`src/rtl/axi_lite_pkg.sv`:
```
// ---------------------------------------------------------------------------
// axi_lite_pkg
// Shared definitions for the AXI4-Lite register file slice:
//   RESP_OKAY / RESP_SLVERR : AXI response codes
//   strb_width()            : byte-strobe width for a given data width
//   idx_shift()             : byte-address to register-index shift
// ---------------------------------------------------------------------------
package axi_lite_pkg;

    localparam logic [1:0] RESP_OKAY   = 2'b00;
    localparam logic [1:0] RESP_SLVERR = 2'b10;

    function automatic int strb_width(input int data_width);
        return data_width / 8;
    endfunction

    // Only 32- and 64-bit data buses are legal, so the shift is 2 or 3.
    function automatic int idx_shift(input int data_width);
        return (data_width == 64) ? 3 : 2;
    endfunction

endpackage

```
`src/rtl/axi_lite_wr_channel.sv`:
```
// ---------------------------------------------------------------------------
// axi_lite_wr_channel
// Captures AW and W independently into one-entry holding registers and
// produces the B response once both have arrived.
//   aclk, areset            : clock, synchronous active-high reset
//   saxi_aw* / saxi_w*      : AXI-Lite write address / data channels
//   saxi_b*                 : AXI-Lite write response channel
//   commit                  : both holds full, write lands at this cycle's edge
//   commit_addr/data/strb   : held write address, data and byte strobes
//   commit_err              : decode result from the register array (SLVERR)
// ---------------------------------------------------------------------------
module axi_lite_wr_channel
    import axi_lite_pkg::*;
#(
    parameter int ADDR_WIDTH = 8,
    parameter int DATA_WIDTH = 32
) (
    input  logic                    aclk,
    input  logic                    areset,
    input  logic [ADDR_WIDTH-1:0]   saxi_awaddr,
    input  logic                    saxi_awvalid,
    output logic                    saxi_awready,
    input  logic [DATA_WIDTH-1:0]   saxi_wdata,
    input  logic [DATA_WIDTH/8-1:0] saxi_wstrb,
    input  logic                    saxi_wvalid,
    output logic                    saxi_wready,
    output logic [1:0]              saxi_bresp,
    output logic                    saxi_bvalid,
    input  logic                    saxi_bready,
    output logic                    commit,
    output logic [ADDR_WIDTH-1:0]   commit_addr,
    output logic [DATA_WIDTH-1:0]   commit_data,
    output logic [DATA_WIDTH/8-1:0] commit_strb,
    input  logic                    commit_err
);

    logic up;
    logic aw_full;
    logic w_full;

    // 'up' keeps the ready outputs low for the first cycle after reset
    // without a combinational path from areset.
    assign saxi_awready = up && !aw_full && !saxi_bvalid;
    assign saxi_wready  = up && !w_full  && !saxi_bvalid;
    assign commit       = aw_full && w_full;

    always_ff @(posedge aclk) begin
        if (areset) begin
            up          <= 1'b0;
            aw_full     <= 1'b0;
            w_full      <= 1'b0;
            commit_addr <= '0;
            commit_data <= '0;
            commit_strb <= '0;
            saxi_bvalid <= 1'b0;
            saxi_bresp  <= RESP_OKAY;
        end else begin
            up <= 1'b1;
            if (commit) begin
                // Readies are low while both holds are full, so nothing new
                // can be captured on the commit edge.
                aw_full     <= 1'b0;
                w_full      <= 1'b0;
                saxi_bvalid <= 1'b1;
                saxi_bresp  <= commit_err ? RESP_SLVERR : RESP_OKAY;
            end else begin
                if (saxi_awvalid && saxi_awready) begin
                    aw_full     <= 1'b1;
                    commit_addr <= saxi_awaddr;
                end
                if (saxi_wvalid && saxi_wready) begin
                    w_full      <= 1'b1;
                    commit_data <= saxi_wdata;
                    commit_strb <= saxi_wstrb;
                end
                if (saxi_bvalid && saxi_bready) begin
                    saxi_bvalid <= 1'b0;
                end
            end
        end
    end

endmodule

```
`src/rtl/axi_lite_regfile.sv`:
```
// ---------------------------------------------------------------------------
// axi_lite_regfile
// AXI4-Lite slave exposing NUM_REGS registers. Registers flagged in RO_MASK
// are read-only status words taken from reg_in; the rest are RW and driven
// out on reg_out.
//   aclk, areset   : clock, synchronous active-high reset
//   saxi_aw*/w*/b* : write channels (handled in axi_lite_wr_channel)
//   saxi_ar*/r*    : read channels
//   reg_out        : RW register contents, register i at slice i
//   reg_in         : status values for RO registers, register i at slice i
//   wr_pulse       : one-cycle strobe per successful write, per register
// ---------------------------------------------------------------------------
module axi_lite_regfile
    import axi_lite_pkg::*;
#(
    parameter int                ADDR_WIDTH = 8,
    parameter int                DATA_WIDTH = 32,
    parameter int                NUM_REGS   = 8,
    parameter logic [NUM_REGS-1:0] RO_MASK  = '0
) (
    input  logic                           aclk,
    input  logic                           areset,
    input  logic [ADDR_WIDTH-1:0]          saxi_awaddr,
    input  logic                           saxi_awvalid,
    output logic                           saxi_awready,
    input  logic [DATA_WIDTH-1:0]          saxi_wdata,
    input  logic [DATA_WIDTH/8-1:0]        saxi_wstrb,
    input  logic                           saxi_wvalid,
    output logic                           saxi_wready,
    output logic [1:0]                     saxi_bresp,
    output logic                           saxi_bvalid,
    input  logic                           saxi_bready,
    input  logic [ADDR_WIDTH-1:0]          saxi_araddr,
    input  logic                           saxi_arvalid,
    output logic                           saxi_arready,
    output logic [DATA_WIDTH-1:0]          saxi_rdata,
    output logic [1:0]                     saxi_rresp,
    output logic                           saxi_rvalid,
    input  logic                           saxi_rready,
    output logic [NUM_REGS*DATA_WIDTH-1:0] reg_out,
    input  logic [NUM_REGS*DATA_WIDTH-1:0] reg_in,
    output logic [NUM_REGS-1:0]            wr_pulse
);

    localparam int STRB_W = strb_width(DATA_WIDTH);
    localparam int SHIFT  = idx_shift(DATA_WIDTH);
    localparam int IDX_W  = (NUM_REGS > 1) ? $clog2(NUM_REGS) : 1;

    logic                  commit;
    logic                  commit_err;
    logic [ADDR_WIDTH-1:0] commit_addr;
    logic [DATA_WIDTH-1:0] commit_data;
    logic [STRB_W-1:0]     commit_strb;

    axi_lite_wr_channel #(
        .ADDR_WIDTH (ADDR_WIDTH),
        .DATA_WIDTH (DATA_WIDTH)
    ) u_wr_channel (
        .aclk         (aclk),
        .areset       (areset),
        .saxi_awaddr  (saxi_awaddr),
        .saxi_awvalid (saxi_awvalid),
        .saxi_awready (saxi_awready),
        .saxi_wdata   (saxi_wdata),
        .saxi_wstrb   (saxi_wstrb),
        .saxi_wvalid  (saxi_wvalid),
        .saxi_wready  (saxi_wready),
        .saxi_bresp   (saxi_bresp),
        .saxi_bvalid  (saxi_bvalid),
        .saxi_bready  (saxi_bready),
        .commit       (commit),
        .commit_addr  (commit_addr),
        .commit_data  (commit_data),
        .commit_strb  (commit_strb),
        .commit_err   (commit_err)
    );

    logic [DATA_WIDTH-1:0] regs [NUM_REGS];

    // Write decode: the full shifted index is range-checked, the truncated
    // one selects the register.
    logic [ADDR_WIDTH-1:0] wr_idx_full;
    logic [IDX_W-1:0]      wr_sel;
    logic                  wr_in_range;

    assign wr_idx_full = commit_addr >> SHIFT;
    assign wr_sel      = wr_idx_full[IDX_W-1:0];
    assign wr_in_range = int'(wr_idx_full) < NUM_REGS;
    assign commit_err  = !wr_in_range || RO_MASK[wr_sel];

    // Read decode
    logic [ADDR_WIDTH-1:0] rd_idx_full;
    logic [IDX_W-1:0]      rd_sel;
    logic                  rd_in_range;
    logic [DATA_WIDTH-1:0] rd_data_next;
    logic [1:0]            rd_resp_next;
    logic                  rd_up;

    assign rd_idx_full  = saxi_araddr >> SHIFT;
    assign rd_sel       = rd_idx_full[IDX_W-1:0];
    assign rd_in_range  = int'(rd_idx_full) < NUM_REGS;
    assign saxi_arready = rd_up && !saxi_rvalid;

    always_comb begin
        rd_data_next = '0;
        rd_resp_next = RESP_SLVERR;
        if (rd_in_range) begin
            rd_resp_next = RESP_OKAY;
            if (RO_MASK[rd_sel]) begin
                rd_data_next = reg_in[int'(rd_sel)*DATA_WIDTH +: DATA_WIDTH];
            end else begin
                rd_data_next = regs[rd_sel];
            end
        end
    end

    always_ff @(posedge aclk) begin
        if (areset) begin
            for (int i = 0; i < NUM_REGS; i++) begin
                regs[i] <= '0;
            end
            wr_pulse    <= '0;
            rd_up       <= 1'b0;
            saxi_rvalid <= 1'b0;
            saxi_rdata  <= '0;
            saxi_rresp  <= RESP_OKAY;
        end else begin
            rd_up    <= 1'b1;
            wr_pulse <= '0;
            // An all-zero strobe still counts as a successful write.
            if (commit && !commit_err) begin
                for (int b = 0; b < STRB_W; b++) begin
                    if (commit_strb[b]) begin
                        regs[wr_sel][8*b +: 8] <= commit_data[8*b +: 8];
                    end
                end
                wr_pulse[wr_sel] <= 1'b1;
            end
            // Read data is sampled before any same-edge commit lands.
            if (saxi_arvalid && saxi_arready) begin
                saxi_rvalid <= 1'b1;
                saxi_rdata  <= rd_data_next;
                saxi_rresp  <= rd_resp_next;
            end else if (saxi_rvalid && saxi_rready) begin
                saxi_rvalid <= 1'b0;
            end
        end
    end

    for (genvar i = 0; i < NUM_REGS; i++) begin : g_reg_out
        assign reg_out[i*DATA_WIDTH +: DATA_WIDTH] = regs[i];
    end

endmodule

```
`config.mk`:
```
export PLATFORM = sky130hd
export DESIGN_NAME = axi_lite_regfile
export DESIGN_NICKNAME = d
export VERILOG_FILES = /design/src/rtl/axi_lite_pkg.sv /design/src/rtl/axi_lite_wr_channel.sv /design/src/rtl/axi_lite_regfile.sv
export SDC_FILE = /design/constraint.sdc
export NUM_CORES = 1
export LEC_CHECK = 0
export ABC_CLOCK_PERIOD_IN_PS = 2500
export BUFFER_PORTS_ARGS = -buffer_cell sky130_fd_sc_hd__buf_2
export CORE_AREA = 3 3 241 243
export CTS_CLUSTER_DIAMETER = 200
export CTS_CLUSTER_SIZE = 24
export DETAILED_ROUTE_END_ITERATION = 12
export DIE_AREA = 0 0 244 246
export PLACE_DENSITY = 0.57
export SLEW_MARGIN = 15
export SYNTH_ARGS = -nofsm -noshare
export SYNTH_HDL_FRONTEND = slang
export SYNTH_SLANG_ARGS = --single-unit
```
`constraint.sdc`:
```
create_clock -name aclk -period 2.5 [get_ports aclk]
set_input_delay 0.125 -clock aclk [delete_from_list [all_inputs] [get_ports aclk]]
set_output_delay 0.125 -clock aclk [all_outputs]
set_load 0.05 [all_outputs]
```
==> flow_metrics.py, run 1 <==
metrics = {
    "critical_path": {
        "rrSetupSlack_ps": 190,
        "worst_r2r_path_depth": 4,
        "critPathTopFamily": "simple AND/OR/NAND/NOR gates",
        "cp-start-kind": "register",
        "critPathLaunch": "u_wr_channel.w_full",
        "endpoint_kind": "register",
        "r2r-end": "regs[2][8]",
        "cp.depth": 4,
        "worstPathCellList": "and3b_1, nand4b_4, nor2_1, and2_1",
        "cpPeakStageDelay_ps": 520,
        "critPathSlowestCell": "nor2_1",
        "crit_end": "regs[2][8]",
        "crit_arrival_ps": 2710,
        "worstSetupPathType": "register to register",
        "cp.required_ps": 2900,
        "critPathMaxFanout": 16,
        "cp.buffers_inverters": 0,
        "reg2reg_from": "u_wr_channel.w_full",
    },
    "power": {
        "swShare_pct": 28.08,
        "power_switching_mw": 3.179,
        "p_total_mw": 11.32,
        "combPwrFrac_pct": 13.8,
        "powerDensity_nw_per_um2": 600.6,
        "internal_power_mw": 8.142,
        "total_leakage_power_nw": 7.625,
        "peakVddDrop_uv": 437.9,
        "p_seq_share_pct": 57.3,
        "clockPowerShare_pct": 28.9,
    },
    "cells_and_area": {
        "area_delta_synth_final_pct": 26.67,
        "nNetsFinal": 1878,
        "register_area_um2": 9469,
        "fill_cells": 5677,
        "multi_input_area_um2": 5039,
        "drive_above_1_share_pct": 32.00,
    },
    "sta": {
        "hold_viol_final": 0,
        "fin_crit_sh_pct": 92.34,
        "timing.fmax_mhz": 433.2,
        "fin_crit_ps": 2309,
        "relSlewSlack_pct": 49.51,
        "setup_viol": 0,
        "clock_skew_ps": 34.13,
        "timing.hold.ws_ps": 101.9,
        "rsz0062_at_grt": "true",
        "slew_viol_final": 0,
        "worstMarginPinSlew_ps": 754.6,
    },
    "synth": {
        "synth_area_leaders": "edfxtp_1 (52%), dfxtp_1 (12%), and2_1 (11%)",
        "synth_top_cell_area_share_pct": 51.66,
        "ys_seq_area_share_pct": 63.63,
        "synth_common_cells": "and2_1 (259), edfxtp_1 (256), nand2_1 (109), dfxtp_1 (89), mux2i_1 (70)",
        "netlist_instances": 1126,
        "yosysMostFrequentCell": "and2_1",
        "yosys_most_used_dff": "edfxtp_1",
        "synth_enable_flop_cells": 256,
        "yosys.area.top_type": "edfxtp_1",
        "synth_cell_types": 41,
        "synth-async-reset-ratio_pct": 0,
        "syn_area_per_cell_um2": 13.22,
        "synthesis.area_um2": 14880,
        "yosys_register_bits": 345,
        "ys_warn_count": 0,
    },
    "routing": {
        "firstDrtPassIters": 5,
        "via_per_inst": 4.547,
        "ant_nets": 0,
        "num_vias": 10620,
        "remaining_drc_errors": 0,
        "post_drt_wl_per_cell_um": 22.75,
        "wirelength_um": 53120,
        "drt_first_iter_violations": 686,
    },
    "place": {
        "routabilityCongestion": 0.8549,
        "hpwl_um": 39880,
        "portBuffers": 357,
    },
    "grt": {
        "grt_usage_pct": 17.09,
        "grt_max_degree": 46,
        "busiest_layer": "met2",
        "grt_pass1_wl_um": 74260,
        "use_met2_pct": 25.97,
        "grt_pass1_vias": 10510,
        "use_met1_pct": 23.28,
        "gr-total-overflow": 0,
        "grtUsageMet3_pct": 6.193,
        "antenna_found_initial": 2,
    },
    "cts": {
        "cts-root-buf": "clkbuf_16",
        "clk_path_buf_depth": 3,
        "post_cts_buffers": 0,
        "cts_num_sinks": 345,
        "clock_latency_ps": 550,
        "cts_buffers": 18,
        "cts_tree": "yes",
        "cts_max_level": 1,
        "path_clk_slew_ps": 100,
    },
    "hold_path": {
        "hold_path_class": "input port to register",
        "worstHoldStart": "saxi_araddr[7]",
    },
    "die": {
        "start_util_pct": 26.49,
        "die-area_um2": 60020,
        "die_width_um": 244,
        "io_pins": 620,
        "std_cell_rows": 87,
        "fp.dieH_um": 246,
        "core_area_um2": 56170,
    },
    "outcome": {
        "outcome": "finished clean",
    },
    "flow_run": {
        "drv_cap": 0,
    },
}
## per-stage QoR
stage               area (um^2)  worst slack, ps  cells  utilization (%)  TNS (ps)
floorplan                 14900            324.1   1127                -         0
global placement          17860            293.2   2254            31.79         0
detailed placement        17860            225.5   2254            31.79         0
CTS                       18840            159.6   2331            33.53         0
global route              18840          -0.9472   2331            33.54   -0.9472
finish                    18850            191.4   2335            33.56         0
## sequential cells by signal, summed over array words and instances (netlist names)
signal,cells
saxi_rresp,1
regs,256
wr_pulse,8
u_wr_channel.commit_strb,4
saxi_rvalid,1
saxi_rdata,32
u_wr_channel.saxi_bvalid,1
u_wr_channel.commit_addr,6
u_wr_channel.aw_full,1
u_wr_channel.w_full,1
u_wr_channel.commit_data,32
u_wr_channel.up,1
u_wr_channel.saxi_bresp,1
## layout make-up
class,instances,share of cell area (%)
antenna,4,0.05310
clock buffer,30,2.628
tap,756,5.018
multi-input combinational,720,26.73
sequential,345,50.23
timing repair buffer,476,15.13
clock inverter,2,0.1726
inverter,2,0.03982
## power by group through the flow
| stage | combinational [mW] | clock, mW | sequential (mW) |
|---|---|---|---|
| after floorplan | 0.482 | 0 | 7.10 |
| final | 1.56 | 3.27 | 6.49 |
| after global placement | 1.51 | 0 | 6.62 |
| after global routing | 1.64 | 3.55 | 6.52 |
| after detailed placement | 1.52 | 0 | 6.62 |
| after CTS | 1.57 | 3.38 | 6.49 |
## cells by family after synthesis
logic type	after synthesis	synth area share, %
buffers and inverters	62	2.775
AND/OR/NAND/NOR	451	17.17
multiplexers	102	9.627
flip-flops	345	63.63
other	1	0.02520
AO/OA/AOI/OAI	165	6.777
## how the worst min path moves through the flow
stage / endpoint / slack (ps) / cells past startpoint
5_1_grt: saxi_rdata[29] / 110 / 5
3_5_place_dp: u_wr_channel.commit_addr[7] / 370 / 3
2_1_floorplan: u_wr_channel.commit_strb[0] / 260 / 2
4_1_cts: saxi_rdata[29] / 70 / 5
3_3_place_gp: u_wr_channel.commit_addr[3] / 360 / 3
6_report: saxi_rdata[29] / 100 / 5
## worst min-delay path: cells and delay by family
family	cells	cell delay (ps)
buf+inv	2	280
simple gates	1	50
compound gates	2	150
## metal layers
layer	up-vias	share of wire [%]
met1	5181	44
met3	54	11
li1	4925	-
met2	457	43
met4	0	2.2
met5	-	0
## repair_timing
action / in CTS / in global routing
endpoints found under the setup margin: 0 / 8
gates resized for setup: 0 / 2
hold buffers: 45 / 0
endpoints found under the hold margin: 45 / 0
## placed cells by master (no fill, tap or decap), types with 25 or more instances in the layout
master,netlist,final
dlygate4sd3_1,0,45
nand2_1,109,108
mux2i_1,70,70
and2_1,259,258
buf_2,17,355
o211ai_1,25,25
buf_4,8,71
a21oi_1,68,68
mux4_2,29,29
dfxtp_1,89,89
nor2_1,41,39
a22oi_1,30,30
edfxtp_1,256,256
o21ai_0,32,32
Power figures use the tool's default switching activity.
==> run 2: changes to the inputs <==
CORE_AREA = 4 4 242 244   (was 3 3 241 243)
DIE_AREA = 0 0 246 248   (was 0 0 244 246)
==> run 2 against run 1 <==
Net effect:
- final area hardly changed
- non-clock buffer count is 3 higher
- critical path depth is 2 higher
- die area is 1.6% higher
- global-route usage is 0.16 points lower
- utilization hardly changed
- count of clock-buffer cells in the layout is 1 higher
- wire length is 1.2% higher
- sequential share of layout area hardly changed
- critical endpoint is now regs[0][4]
==> flow_metrics.py, run 2 (synthesis results as in run 1) <==
metrics = {
    "cells_and_area": {
        "nNetsFinal": 1881,
        "stdcell_count": 2337,
        "drive_above_1_share_pct": 32.00,
        "top_regs": "regs x256, saxi_rdata x32, u_wr_channel.commit_data x32",
        "postLayoutCoreUtil_pct": 33.52,
        "area_delta_synth_final_pct": 26.74,
        "final_cell_mix": "buf_2 (355), and2_1 (258), edfxtp_1 (256), nand2_1 (108), dfxtp_1 (89)",
        "layout_commonest_cell": "buf_2",
        "postLayoutCellArea_um2": 18860,
        "largest_reg_flops": 256,
        "regMostFlops": "regs",
    },
    "routing": {
        "wirelength_um": 53760,
        "via_per_inst": 4.574,
        "top_layer": "met5",
        "remaining_drc_errors": 0,
        "firstDrtPassIters": 5,
        "wl_met1_um": 24170,
        "ant_nets": 0,
        "route.met2.wl_um": 23440,
        "num_vias": 10690,
        "dr_wl_met3_um": 5192,
        "drt_first_iter_violations": 805,
        "post_drt_wl_per_cell_um": 23.01,
    },
    "critical_path": {
        "cp.required_ps": 2910,
        "critPathLaunch": "u_wr_channel.aw_full",
        "r2r-end": "regs[0][4]",
        "cp-start-kind": "register",
        "worst_r2r_path_depth": 6,
        "rrSetupSlack_ps": 310,
        "endpoint_kind": "register",
        "reg2reg_from": "u_wr_channel.aw_full",
        "critPathMaxFanout": 16,
        "worstSetupPathType": "register to register",
        "crit_arrival_ps": 2610,
    },
    "sta": {
        "setup_ws_ps": 305.6,
        "rsz0062_at_grt": "false",
        "setup_viol": 0,
        "fin_crit_sh_pct": 87.78,
        "worstMarginPinSlew_ps": 823.2,
        "timing.hold.ws_ps": 97.43,
        "hold_viol_final": 0,
        "fin_crit_ps": 2194,
        "clock_skew_ps": 30.14,
        "timing.fmax_mhz": 455.7,
        "relSlewSlack_pct": 45.12,
        "fin_setup_tns_ps": 0,
        "slew_viol_final": 0,
    },
    "grt": {
        "grt_usage_pct": 16.92,
        "gr-total-overflow": 0,
        "antenna_found_initial": 4,
        "grt_pass1_vias": 11010,
        "grt_max_degree": 54,
        "grt_pass1_wl_um": 75770,
    },
    "place": {
        "portBuffers": 357,
        "dpl-instance-area_um2": 17870,
        "hpwl_um": 40190,
        "place_inst": 2257,
        "routabilityCongestion": 0.8429,
        "dp_slack_ps": 306.0,
    },
    "power": {
        "power_switching_mw": 3.220,
        "p_seq_share_pct": 56.9,
        "swShare_pct": 28.19,
        "p_total_mw": 11.42,
        "peakVddDrop_uv": 368.2,
        "clockPowerShare_pct": 29.5,
        "internal_power_mw": 8.200,
        "powerDensity_nw_per_um2": 605.4,
        "total_leakage_power_nw": 7.641,
        "combPwrFrac_pct": 13.7,
    },
    "flow_run": {
        "drv_cap": 0,
    },
    "outcome": {
        "outcome": "finished clean",
    },
    "cts": {
        "clk_path_buf_depth": 3,
        "cts_buffers": 18,
        "cts-root-buf": "clkbuf_16",
        "cts_max_level": 1,
        "path_clk_slew_ps": 110,
        "cts_tree": "yes",
        "clock_latency_ps": 550,
        "cts_num_sinks": 345,
        "post_cts_buffers": 0,
    },
    "die": {
        "die_width_um": 246,
        "fp.dieH_um": 248,
        "io_pins": 620,
        "die-area_um2": 61010,
        "start_util_pct": 26.44,
        "std_cell_rows": 87,
        "core_area_um2": 56280,
    },
    "hold_path": {
        "whs_endpoint": "u_wr_channel.commit_addr[2]",
        "hold_path_class": "input port to register",
        "min_path_cells": 3,
        "worstHoldStart": "areset",
    },
}
## run 2: cell count changes in the layout (fill, tap and decap cells not counted), sizes merged
| cell | delta |
|---|---|
| clkbuf | +1 |
| buf | +3 |
| clkinv | -1 |
| diode | -1 |
## run 2: routing by layer
layer	track usage, %	vias up
li1	-	4937
met1	23.68	5258
met2	26.08	439
met3	5.078	53
met4	3.654	2
met5	0	-
## run 2: how the worst max path moves through the flow
stage | depth (start not counted) | endpoint
after floorplan | 4 | regs[1][0]
after global placement | 6 | regs[0][7]
after detailed placement | 6 | regs[0][4]
after CTS | 6 | regs[0][4]
after global routing | 6 | regs[0][6]
final | 6 | regs[0][4]
## run 2: timing repair
action,4_1_cts,5_1_grt
hold buffers,45,0
resized for setup,0,0
hold endpoints to repair,45,0
endpoints found under the setup margin,0,0
## run 2: final cells by class
class | count | area [um^2]
Antenna cell | 3 | 7.507
Fill cell | 5628 | 37420
Timing Repair Buffer | 479 | 2861
Clock inverter | 1 | 16.27
Clock buffer | 31 | 520.5
Sequential cell | 345 | 9469
Tap cell | 756 | 945.9
Multi-Input combinational cell | 720 | 5034
Inverter | 2 | 7.507
## run 2: power groups by stage
stage	clock [mW]	sequential, mW	combinational, mW
after global routing	3.68	6.52	1.64
after global placement	0	6.62	1.51
after floorplan	0	7.10	0.482
after CTS	3.47	6.49	1.58
after detailed placement	0	6.62	1.52
final	3.37	6.49	1.56
## run 2: critical path: stages, from the launching register on
cell     delay [ps]
dfxtp_1         450
and3b_1         390
buf_4           190
nand3_2          70
buf_4           230
nor2_1          500
and2_1          210
==> run 3: changes to the inputs <==
CTS_BUF_LIST = sky130_fd_sc_hd__clkbuf_8 sky130_fd_sc_hd__clkbuf_16   (was default)
PLACE_DENSITY = 0.58   (was 0.57)
==> run 3 against run 2 <==
Net effect:
- worst hold slack improved by 29 ps
- critical path type unchanged
- wire length is 1.5% higher
- final area up 0.40%
- critical endpoint is now regs[1][5]
==> flow_metrics.py, run 3 (synthesis results as in run 1) <==
metrics = {
    "outcome": {
        "outcome": "finished clean",
    },
    "cts": {
        "cts_tree": "yes",
        "cts-root-buf": "clkbuf_16",
        "clock_latency_ps": 530,
        "cts_num_sinks": 345,
        "ctsHoldBuffers": 45,
        "post_cts_buffers": 0,
        "cts_max_level": 1,
        "cts_resized": 0,
        "clk_path_buf_depth": 3,
        "cts_buffers": 18,
        "path_clk_slew_ps": 100,
    },
    "routing": {
        "ant_nets": 0,
        "wirelength_um": 54590,
        "via_per_inst": 4.673,
        "num_vias": 10950,
        "remaining_drc_errors": 0,
        "post_drt_wl_per_cell_um": 23.29,
        "drt_first_iter_violations": 704,
        "firstDrtPassIters": 5,
    },
    "cells_and_area": {
        "drive_above_1_share_pct": 32.39,
        "largest_reg_flops": 256,
        "top_regs": "regs x256, saxi_rdata x32, u_wr_channel.commit_data x32",
        "area_delta_synth_final_pct": 27.25,
        "stdcell_count": 2344,
        "postLayoutCellArea_um2": 18940,
        "layout_commonest_cell": "buf_2",
        "final_cell_mix": "buf_2 (355), and2_1 (258), edfxtp_1 (256), nand2_1 (108), dfxtp_1 (89)",
        "nNetsFinal": 1890,
        "regMostFlops": "regs",
    },
    "place": {
        "hpwl_um": 41220,
        "portBuffers": 357,
        "place_inst": 2266,
        "routabilityCongestion": 0.8374,
        "dpl-instance-area_um2": 17950,
        "dp_slack_ps": 362.0,
    },
    "grt": {
        "grt_pass1_wl_um": 76100,
        "grt_max_degree": 55,
        "grt_pass1_vias": 11000,
        "antenna_found_initial": 2,
        "grt_usage_pct": 17.10,
        "gr-total-overflow": 0,
    },
    "sta": {
        "rsz0062_at_grt": "false",
        "fin_setup_tns_ps": 0,
        "fin_crit_sh_pct": 84.54,
        "fin_crit_ps": 2114,
        "timing.fmax_mhz": 473.1,
        "relSlewSlack_pct": 46.29,
        "setup_ws_ps": 386.5,
        "hold_viol_final": 0,
        "clock_skew_ps": 24.26,
        "setup_viol": 0,
        "slew_viol_final": 0,
        "worstMarginPinSlew_ps": 805.6,
    },
    "critical_path": {
        "cp.required_ps": 2900,
        "endpoint_kind": "register",
        "critPathMaxFanout": 16,
        "worstSetupPathType": "register to register",
        "crit_arrival_ps": 2520,
        "cp-start-kind": "register",
    },
    "power": {
        "swShare_pct": 28.13,
        "p_total_mw": 11.35,
        "p_seq_share_pct": 57.2,
        "power_switching_mw": 3.192,
        "powerDensity_nw_per_um2": 599.3,
        "total_leakage_power_nw": 7.743,
        "combPwrFrac_pct": 13.9,
        "peakVddDrop_uv": 430.0,
        "internal_power_mw": 8.157,
        "clockPowerShare_pct": 28.9,
    },
    "die": {
        "io_pins": 620,
        "die-area_um2": 61010,
        "start_util_pct": 26.44,
        "die_width_um": 246,
        "core_area_um2": 56280,
        "fp.dieH_um": 248,
        "std_cell_rows": 87,
    },
    "flow_run": {
        "drv_cap": 0,
    },
    "hold_path": {
        "hold_path_class": "input port to register",
    },
}
-- run 3: cell count changes in the layout (fill, tap and decap cells not counted) --
cell,before,now
buf_4,75,83
diode_2,3,1
buf_12,3,4
clkbuf_1,12,0
inv_1,2,14
-- run 3: critical path: stages (launching register included) --
cell and delay, ps:
dfxtp_1 350, nor3_4 380, buf_4 210, nand3_2 50, buf_4 220, nor2_1 540
and2_1 220
-- run 3: path summary, 6_finish.rpt --
check,depth (start not counted),start,end,slack (ps)
setup / recovery,6,u_wr_channel.commit_addr[7],regs[1][5],390
hold / removal,5,saxi_araddr[7],saxi_rdata[29],130
setup reg to reg,6,u_wr_channel.commit_addr[7],regs[1][5],390
hold reg to reg,2,saxi_rdata[26],saxi_rdata[26],450
-- run 3: layout make-up --
cell class	instances	area, um^2
inverters	2	7.507
fillers	5662	37340
clock buffers	19	475.5
repair buffers	488	2942
diodes	1	2.502
multi-input cells	720	5034
well taps	756	945.9
clock inverters	13	61.31
flip-flops and latches	345	9469
-- run 3: stage by stage --
| stage | utilization, % | hold slack, ps |
|---|---|---|
| after CTS | 33.64 | 95.84 |
| after global placement | 31.89 | 361.3 |
| after detailed placement | 31.89 | 372.1 |
| after floorplan | - | 261.0 |
| after global routing | 33.64 | 129.3 |
| final | 33.65 | 126.5 |
-- run 3: per-layer routing --
| layer | GRT usage [%] | part of all wire (%) |
|---|---|---|
| met5 | 0 | 0.040 |
| met4 | 4.555 | 2.6 |
| met3 | 4.851 | 9.3 |
| met2 | 26.17 | 43 |
| met1 | 23.90 | 45 |
-- run 3: power by group through the flow --
stage / Sequential (mW) / Clock [mW] / Combinational (mW)
global placement: 6.62 / 0 / 1.52
CTS: 6.50 / 3.37 / 1.59
detailed placement: 6.63 / 0 / 1.53
floorplan: 7.10 / 0 / 0.482
finish: 6.50 / 3.28 / 1.57
global route: 6.52 / 3.60 / 1.66
